--- src/rtl/cpu_pkg.sv ---
// -----------------------------------------------------------------------------
// cpu_pkg
// Shared definitions for the multi-cycle control sequencer of the 8-bit
// accumulator datapath: opcode constants, the sequencer state encoding,
// register-file write-source codes, ALU operation codes and the packed
// control vector that the decoder hands back to the top level.
// No ports (package).
// -----------------------------------------------------------------------------
package cpu_pkg;

  // Instruction opcodes as delivered by instructMem
  localparam logic [2:0] OP_ADD  = 3'b000;
  localparam logic [2:0] OP_SUB  = 3'b001;
  localparam logic [2:0] OP_LI   = 3'b010;
  localparam logic [2:0] OP_ADDI = 3'b011;
  localparam logic [2:0] OP_LD   = 3'b100;
  localparam logic [2:0] OP_ST   = 3'b101;
  localparam logic [2:0] OP_BEQZ = 3'b110;
  localparam logic [2:0] OP_HALT = 3'b111;

  // Sequencer states
  typedef enum logic [2:0] {
    ST_IDLE   = 3'd0,
    ST_FETCH  = 3'd1,
    ST_DECODE = 3'd2,
    ST_EXEC   = 3'd3,
    ST_MEM    = 3'd4,
    ST_WB     = 3'd5,
    ST_HALT   = 3'd6
  } state_t;

  // Register-file write source select
  localparam logic [1:0] WSEL_ALU = 2'd0;
  localparam logic [1:0] WSEL_IMM = 2'd1;
  localparam logic [1:0] WSEL_MEM = 2'd2;

  // ALU operation and B-operand select
  localparam logic ALU_ADD  = 1'b0;
  localparam logic ALU_SUB  = 1'b1;
  localparam logic BSEL_REG = 1'b0;
  localparam logic BSEL_IMM = 1'b1;

  // PC next-value select
  localparam logic PCSEL_INC    = 1'b0;
  localparam logic PCSEL_BRANCH = 1'b1;

  // Control vector driven towards the datapath
  typedef struct packed {
    logic       pc_en;
    logic       pc_sel;
    logic       ir_load;
    logic       rf_we;
    logic       rf_waddr;
    logic [1:0] rf_wsel;
    logic       alu_op;
    logic       alu_bsel;
    logic       mem_req;
    logic       mem_we;
    logic       halted;
  } ctrl_t;

  // True for opcodes whose result comes out of the ALU
  function automatic logic is_alu_op(input logic [2:0] op);
    return (op == OP_ADD) || (op == OP_SUB) || (op == OP_ADDI);
  endfunction

  // Register-file write source for an opcode that reaches write-back
  function automatic logic [1:0] wsel_for(input logic [2:0] op);
    logic [1:0] sel;
    case (op)
      OP_LI:   sel = WSEL_IMM;
      OP_LD:   sel = WSEL_MEM;
      default: sel = WSEL_ALU;
    endcase
    return sel;
  endfunction

endpackage

--- src/rtl/cpu_ctrl_decode.sv ---
// -----------------------------------------------------------------------------
// cpu_ctrl_decode
// Combinational output decoder of the control sequencer. Maps the current
// state plus the latched instruction fields to the datapath control vector.
// Ports:
//   state    in  current sequencer state
//   op       in  latched opcode (captured in DECODE)
//   rt       in  latched target register index
//   zero_in  in  datapath flag, selected rt register equals 0
//   mem_ack  in  data-memory completion
//   ctrl     out control vector (all zero unless a state asserts a field)
// -----------------------------------------------------------------------------
module cpu_ctrl_decode
  import cpu_pkg::*;
(
  input  state_t     state,
  input  logic [2:0] op,
  input  logic       rt,
  input  logic       zero_in,
  input  logic       mem_ack,
  output ctrl_t      ctrl
);

  // Every field defaults to 0 so idle cycles and unlisted fields stay quiet.
  // The ALU controls are only driven in EXEC; the datapath captures the ALU
  // result at the end of that cycle and write-back uses the captured value.
  // A store retires in the MEM cycle that sees mem_ack, so its PC pulse is
  // qualified by the acknowledge to keep exactly one pulse per instruction.
  always_comb begin
    ctrl = '0;
    case (state)
      ST_IDLE: ;
      ST_FETCH: begin
        ctrl.ir_load = 1'b1;
      end
      ST_DECODE: ;
      ST_EXEC: begin
        if (is_alu_op(op)) begin
          ctrl.alu_op   = (op == OP_SUB)  ? ALU_SUB  : ALU_ADD;
          ctrl.alu_bsel = (op == OP_ADDI) ? BSEL_IMM : BSEL_REG;
        end
        if (op == OP_BEQZ) begin
          ctrl.pc_en  = 1'b1;
          ctrl.pc_sel = zero_in ? PCSEL_BRANCH : PCSEL_INC;
        end
      end
      ST_MEM: begin
        ctrl.mem_req = 1'b1;
        ctrl.mem_we  = (op == OP_ST);
        ctrl.pc_en   = (op == OP_ST) && mem_ack;
      end
      ST_WB: begin
        ctrl.rf_we    = 1'b1;
        ctrl.rf_waddr = rt;
        ctrl.rf_wsel  = wsel_for(op);
        ctrl.pc_en    = 1'b1;
        ctrl.pc_sel   = PCSEL_INC;
      end
      ST_HALT: begin
        ctrl.halted = 1'b1;
      end
      default: ;
    endcase
  end

endmodule

--- src/rtl/cpu_control_fsm.sv ---
// -----------------------------------------------------------------------------
// cpu_control_fsm
// Multi-cycle control sequencer for the 8-bit accumulator datapath. Walks each
// instruction through FETCH, DECODE, EXEC, MEM and WB, latches the instruction
// fields in DECODE and counts retired instructions.
// Ports:
//   sysclk       in  system clock, rising edge
//   reset        in  synchronous active-high reset
//   start        in  leave IDLE when sampled high
//   opcode       in  [2:0] opcode from instructMem
//   rt           in  target register index
//   rs           in  source register index (addresses the register file
//                    directly, the sequencer only passes it by)
//   aux          in  [2:0] immediate field
//   zero_in      in  selected rt register equals 0
//   mem_ack      in  data-memory completion, honoured only in MEM
//   pc_en        out PC update
//   pc_sel       out 0 = PC+1, 1 = PC+sext(aux)
//   ir_load      out latch the instruction fields
//   rf_we        out register-file write
//   rf_waddr     out register-file write index
//   rf_wsel      out [1:0] write source: 0 ALU, 1 aux, 2 memory
//   alu_op       out 0 add, 1 sub
//   alu_bsel     out 0 reg[rs], 1 aux
//   mem_req      out data-memory request
//   mem_we       out request is a store
//   halted       out HALT retired
//   instr_count  out [CNT_W-1:0] retired instructions, wraps
// -----------------------------------------------------------------------------
module cpu_control_fsm
  import cpu_pkg::*;
#(
  parameter int CNT_W = 16
)
(
  input  logic             sysclk,
  input  logic             reset,
  input  logic             start,
  input  logic [2:0]       opcode,
  input  logic             rt,
  input  logic             rs,
  input  logic [2:0]       aux,
  input  logic             zero_in,
  input  logic             mem_ack,
  output logic             pc_en,
  output logic             pc_sel,
  output logic             ir_load,
  output logic             rf_we,
  output logic             rf_waddr,
  output logic [1:0]       rf_wsel,
  output logic             alu_op,
  output logic             alu_bsel,
  output logic             mem_req,
  output logic             mem_we,
  output logic             halted,
  output logic [CNT_W-1:0] instr_count
);

  localparam logic [CNT_W-1:0] CNT_ONE = {{(CNT_W-1){1'b0}}, 1'b1};

  state_t           state;
  logic [2:0]       op_q;
  logic             rt_q;
  logic [2:0]       aux_q;
  logic [CNT_W-1:0] count_q;
  ctrl_t            ctrl;

  // aux is held with the rest of the instruction but only the datapath acts
  // on the immediate; rs never passes through the sequencer's state.
  logic unused_fields;
  assign unused_fields = ^{rs, aux_q};

  // All outputs come from the current state and the latched fields; the
  // live opcode/aux are only looked at while in DECODE.
  cpu_ctrl_decode u_decode (
    .state   (state),
    .op      (op_q),
    .rt      (rt_q),
    .zero_in (zero_in),
    .mem_ack (mem_ack),
    .ctrl    (ctrl)
  );

  // State register, field latches and retired counter. The counter steps on
  // the edge that leaves an instruction's retiring cycle (the one carrying
  // its PC pulse) and on the edge entering HALT, which is why HALT counts
  // exactly once. Reset wins over everything, including a pending mem_ack.
  always_ff @(posedge sysclk) begin
    if (reset) begin
      state   <= ST_IDLE;
      op_q    <= '0;
      rt_q    <= 1'b0;
      aux_q   <= '0;
      count_q <= '0;
    end else begin
      case (state)
        ST_IDLE: begin
          if (start) begin
            state <= ST_FETCH;
          end
        end
        ST_FETCH: begin
          state <= ST_DECODE;
        end
        ST_DECODE: begin
          op_q  <= opcode;
          rt_q  <= rt;
          aux_q <= aux;
          if (opcode == OP_HALT) begin
            state   <= ST_HALT;
            count_q <= count_q + CNT_ONE;
          end else begin
            state <= ST_EXEC;
          end
        end
        ST_EXEC: begin
          case (op_q)
            OP_LD, OP_ST: begin
              state <= ST_MEM;
            end
            OP_BEQZ: begin
              state   <= ST_FETCH;
              count_q <= count_q + CNT_ONE;
            end
            OP_ADD, OP_SUB, OP_LI, OP_ADDI: begin
              state <= ST_WB;
            end
            default: begin
              state <= ST_IDLE;
            end
          endcase
        end
        ST_MEM: begin
          if (mem_ack) begin
            if (op_q == OP_ST) begin
              state   <= ST_FETCH;
              count_q <= count_q + CNT_ONE;
            end else begin
              state <= ST_WB;
            end
          end
        end
        ST_WB: begin
          state   <= ST_FETCH;
          count_q <= count_q + CNT_ONE;
        end
        ST_HALT: begin
          state <= ST_HALT;
        end
        default: begin
          state <= ST_IDLE;
        end
      endcase
    end
  end

  assign pc_en       = ctrl.pc_en;
  assign pc_sel      = ctrl.pc_sel;
  assign ir_load     = ctrl.ir_load;
  assign rf_we       = ctrl.rf_we;
  assign rf_waddr    = ctrl.rf_waddr;
  assign rf_wsel     = ctrl.rf_wsel;
  assign alu_op      = ctrl.alu_op;
  assign alu_bsel    = ctrl.alu_bsel;
  assign mem_req     = ctrl.mem_req;
  assign mem_we      = ctrl.mem_we;
  assign halted      = ctrl.halted;
  assign instr_count = count_q;

endmodule

--- config.mk ---
export PLATFORM = sky130hd
export DESIGN_NAME = cpu_control_fsm
export DESIGN_NICKNAME = d
export VERILOG_FILES = /design/src/rtl/cpu_pkg.sv /design/src/rtl/cpu_ctrl_decode.sv /design/src/rtl/cpu_control_fsm.sv
export SDC_FILE = /design/constraint.sdc
export NUM_CORES = 1
export LEC_CHECK = 0
export CELL_PAD_IN_SITES_DETAIL_PLACEMENT = 1
export CELL_PAD_IN_SITES_GLOBAL_PLACEMENT = 1
export CORE_ASPECT_RATIO = 1.4
export CORE_MARGIN = 2
export CORE_UTILIZATION = 36
export DETAILED_ROUTE_END_ITERATION = 8
export MAX_ROUTING_LAYER = met4
export PLACE_DENSITY_LB_ADDON = 0.25
export SYNTH_ARGS = -nofsm -noshare
export SYNTH_HDL_FRONTEND = slang
export SYNTH_SLANG_ARGS = --single-unit
--- constraint.sdc ---
create_clock -name sysclk -period 3 [get_ports sysclk]
set_input_delay 0.6 -clock sysclk [delete_from_list [all_inputs] [get_ports sysclk]]
set_output_delay 0.6 -clock sysclk [all_outputs]
set_load 0.01 [all_outputs]
; ---- Word-level counts from Yosys, hierarchy flattened
; Index checks and enable logic that the tools add are counted.
[totals]
wordCells = 57
register_bits = 23
output_inout_bits = 28
[classes]
n_eq_ne = 18
add_sub_neg = 1
n_reduce_logical = 10
mux = 24
[op_table]
columns = cell, n
row1 = 2-to-1 mux 16 bit, 4
row2 = case mux 16 bit (4 select lines), 1
row3 = == test 3 bit (second input constant), 7
row4 = case mux 3 bit (7 select lines), 1
row5 = adder 16 x 1 -> 16 bit (second input constant), 1
row6 = == test 3 x 2 -> 1 bit (second input constant), 4
row7 = 2-to-1 mux 3 bit, 4
row8 = case mux 3 bit (3 select lines), 1
row9 = 2-to-1 mux 2 bit, 4
row10 = inequality test 2 bit (second input constant), 4
row11 = == test 3 x 1 -> 1 bit (second input constant), 2
row12 = zero test 3 bit, 2
row13 = 2-to-1 mux 1 bit, 6
row14 = AND reduction 5 bit, 1
row15 = 2-to-1 mux 4 bit, 1
row16 = case mux 2 bit (2 select lines), 1
row17 = nonzero test 4 bit, 1
row18 = OR reduction 4 bit, 1
row19 = case mux 1 bit (3 select lines), 1
row20 = logical OR 1 bit, 2
row21 = inequality test 2 x 1 -> 1 bit (second input constant), 1
row22 = AND reduction 2 bit, 1
row23 = OR reduction 2 bit, 1
row24 = logical AND 1 bit, 1

; ---- Logic depth before layout (Yosys ltp)
[logic_depth]
word_depth = 5
ltp_mapped = 7

; ---- By module
; A second synthesis with hierarchy kept.
[unflattened]
hier_cells = 164
area_unflattened_um2 = 1316.3
[modules_own_cells]
columns = mod, area_per_inst_um2, cells_per_inst, n_inst
row1 = cpu_control_fsm, 1152.4, 143, 1
row2 = cpu_ctrl_decode, 163.9, 21, 1

; ---- Worst setup path before layout
; Ideal clock, no wire load.
[synth_path]
kind = reg2out
start = register state[2]
end = output rf_wsel[0]
stages_incl_launch_ff = 5
slack_ns = 0.921
arrival_time_ns = 1.479
t_required_ns = 2.400
path_buffers = 1
path_cell_list = dfxtp_1 -> clkbuf_1 -> nor2b_1 -> nand2_1 -> nor4b_1
[synth_via]
elab_chain_cells = 2
[synth_lines]
columns = item, line_no
row1 = from (decl), cpu_control_fsm.sv:61  ; state_t state;
row2 = from (signal assigned), cpu_control_fsm.sv:90  ; state <= ST_IDLE;
row3 = from (signal assigned), cpu_control_fsm.sv:99  ; state <= ST_FETCH;
row4 = from (signal assigned), cpu_control_fsm.sv:103  ; state <= ST_DECODE;
row5 = == test 3 bit, cpu_ctrl_decode.sv:31  ; case (state)
row6 = 2-to-1 mux 4 bit, cpu_ctrl_decode.sv:31
row7 = to (decl), cpu_control_fsm.sv:50  ; output logic [1:0] rf_wsel,
; Every way passes these cells.

; ---- Worst setup path after layout
; Same ends and word-level chain as after synthesis.

==> impl_metrics.tcl <==
set metrics [dict create \
    status "completed" \
    swShare 0.390 \
    critPathRequiredTime_ps 2400 \
    hold_buffers 0 \
    place_area_um2 1710 \
    die_x_um 55.9 \
    insertion_delay_ps 260 \
    vias 1391 \
    ys_warn_count 0 \
    p_int_w 0.000550 \
    yosys-top-cells-area "dfxtp_1 34%, o31ai_1 6.6%, or4_1 6.1%" \
    clock_skew_ps 2.33 \
    dp_cells 229 \
    syn-num-nets 178 \
    io_pins 41 \
    top_layer_used "met4" \
    n_antenna_cell 0 \
    wl_met2_mm 1.90 \
    numCtsBuffers 3 \
    wl_per_cell_um 16.1 \
    synth_top_area_frac 0.340 \
    wl_met1_mm 1.62 \
    core_area_um2 3640 \
    final.setup.tns_ps 0 \
    fin_crit_ps 2680 \
    synth_seq_cells 23 \
    ant_nets 0 \
    h-tree-depth 1 \
    port_buffers 36 \
    root_buffer "clkbuf_8" \
    grtUsageTotal 0.190 \
    drt_wl_total_mm 3.75 \
    leakagePower_nw 0.545 \
    finalSetupViolCount 0 \
    clockBufferDepth 2 \
    seqPwrFrac 0.439 \
    ys.flop_type "dfxtp_1" \
    power_frac_clock 0.218 \
    cts_tree "built" \
    rsz0062_at_grt "false" \
    dieArea_um2 4280 \
    async_reset_ff_frac 0 \
    synth_cells 164 \
    hpwl_mm 2.68 \
    drt-pass1-iter-count 4 \
    timing.fmax_ghz 0.372 \
    antenna_found_initial 0 \
    worst_slack_ps 315 \
    drc 0 \
    yosysSeqAreaShare 0.340 \
    p_per_area_nw_per_um2 513 \
    startpoint_type "register" \
    stdcell_count 233 \
    syn_to_final_growth_pct 29.7 \
    period_share 0.895 \
    synth_area_um2 1360 \
    clock_sinks 23 \
    finish.instance_area_um2 1760 \
    start_util 0.372 \
    p_comb_frac 0.344 \
    place_congestion 0.809 \
    synth_edf_count 0 \
    grt_remaining_overflow 0 \
    grt_max_degree 31 \
    die_h_um 76.6 \
    hold_class "register to register" \
    cts.clk_slew.worst_paths_ps 90 \
    vdd_drop_max_v 0.000367 \
    via_per_inst 5.97 \
    wl_met3_um 120 \
    timing.hold.ws_ps 504 \
    yosys.area.top_type "dfxtp_1" \
    path_max_fanout 14 \
    fin_nets 206 \
    worstPathArrival_ps 2080 \
    avgSynthCellArea_um2 8.26 \
    rows 26 \
    drive_gt1_frac 0.0576 \
    grt_pass1_wl_mm 6.50 \
    grt_pass1_vias 1473 \
    drt_iter0_markers 31 \
    crit_type "register to output port" \
    hold_violations 0 \
    tightest_slew_ps 966 \
    yosysUniqueCellTypes 43 \
    place_ws_ps 230 \
    cap_viol_max_count 0 \
    endpoint_kind "output port" \
    final-max-slew-violation-count 0 \
    p_sw_w 0.000352 \
    slew_headroom 0.356 \
]
## sequential cells by signal (all words and copies together) (netlist names)
name and count:
instr_count 16, op_q 3, rt_q 1, state 3
## synthesized netlist by cell type, drive strengths merged, types with 3 or more instances
master  instances
o31ai          12
mux2            3
nand3b          3
mux2i           4
buf             9
and3            3
nor3b           4
and4            3
a21oi          15
nand3           8
nand4           5
nor2           10
nand2          10
nor2b           4
o21ai           4
nor4            3
clkbuf          6
or4            11
dfxtp          23
## per-stage QoR
step	total power, W	util
4_1_cts	0.000906	0.482
2_1_floorplan	0.000621	-
6_report	0.000901	0.482
5_1_grt	0.000960	0.482
3_5_place_dp	0.000711	0.469
3_3_place_gp	0.000686	0.469
## worst paths after layout
kind	startpoint	end	slack [ps]	cells after the start
worst max register to register	state[2]$_SDFFE_PP0P_	instr_count[15]$_SDFFE_PP0P_	510	4
worst min register to register	instr_count[13]$_SDFFE_PP0P_	instr_count[13]$_SDFFE_PP0P_	500	2
worst max-delay path	state[2]$_SDFFE_PP0P_	rf_wsel[0]	320	4
worst min-delay path	instr_count[13]$_SDFFE_PP0P_	instr_count[13]$_SDFFE_PP0P_	500	2
## cells in the final DEF (no fill, tap or decap), types with 3 or more instances in the layout
| cell | count |
|---|---|
| o31ai_1 | 12 |
| nor2b_1 | 4 |
| o21ai_0 | 3 |
| clkbuf_8 | 3 |
| nor4_1 | 3 |
| and3_1 | 3 |
| nand2_1 | 10 |
| a21oi_1 | 15 |
| mux2i_1 | 4 |
| clkdlybuf4s50_1 | 36 |
| dfxtp_1 | 22 |
| nor2_1 | 10 |
| and4_1 | 3 |
| or4_1 | 11 |
| nand3b_1 | 3 |
| nand3_1 | 8 |
| nand4_1 | 5 |
| nor3b_1 | 3 |
## final cells by class
| class | instances | area [um2] |
|---|---|---|
| clock buffer | 3 | 41.3 |
| tap | 42 | 52.6 |
| fill | 429 | 1890 |
| timing repair buffer | 38 | 375 |
| multi-input combinational | 124 | 815 |
| sequential | 23 | 462 |
| inverter | 2 | 7.51 |
| clock inverter | 1 | 5.00 |
## repair_timing
| action | in CTS | in global routing |
|---|---|---|
| buffers inserted | 0 | 0 |
| setup endpoints to repair | 0 | 2 |
| gates resized for setup | 0 | 1 |
## cells by family (layout without fill, tap and decap cells)
group	count (synthesis)	after routing	synth area share
adders and majority gates	1	1	0.00923
xor gates and xnor gates	1	1	0.00646
AOI/OAI and AO/OA	38	38	0.183
DFF	23	23	0.340
muxes	7	7	0.0545
buffers and inverters	17	44	0.0591
and+or+nand+nor	77	77	0.348
## metal layers
| layer | vias up | track usage |
|---|---|---|
| met5 | - | - |
| met1 | 663 | 0.210 |
| met2 | 35 | 0.336 |
| li1 | 681 | - |
| met3 | 12 | 0.0221 |
| met4 | 0 | 0.0881 |
## worst max-delay path: stages (launching register included)
cell             delay (ps)
dfxtp_2                 490
nor2b_1                 300
nand2_1                 130
nor4b_1                 310
clkdlybuf4s50_1         590
## power groups by stage
stage / clock network, W / logic [W] / registers [W]
2_1_floorplan: 0 / 0.000256 / 0.000366
3_3_place_gp: 0 / 0.000288 / 0.000399
3_5_place_dp: 0 / 0.000310 / 0.000401
4_1_cts: 0.000201 / 0.000311 / 0.000394
5_1_grt: 0.000214 / 0.000343 / 0.000403
6_report: 0.000196 / 0.000310 / 0.000395
No activity file was read; power rests on OpenSTA's default activity.
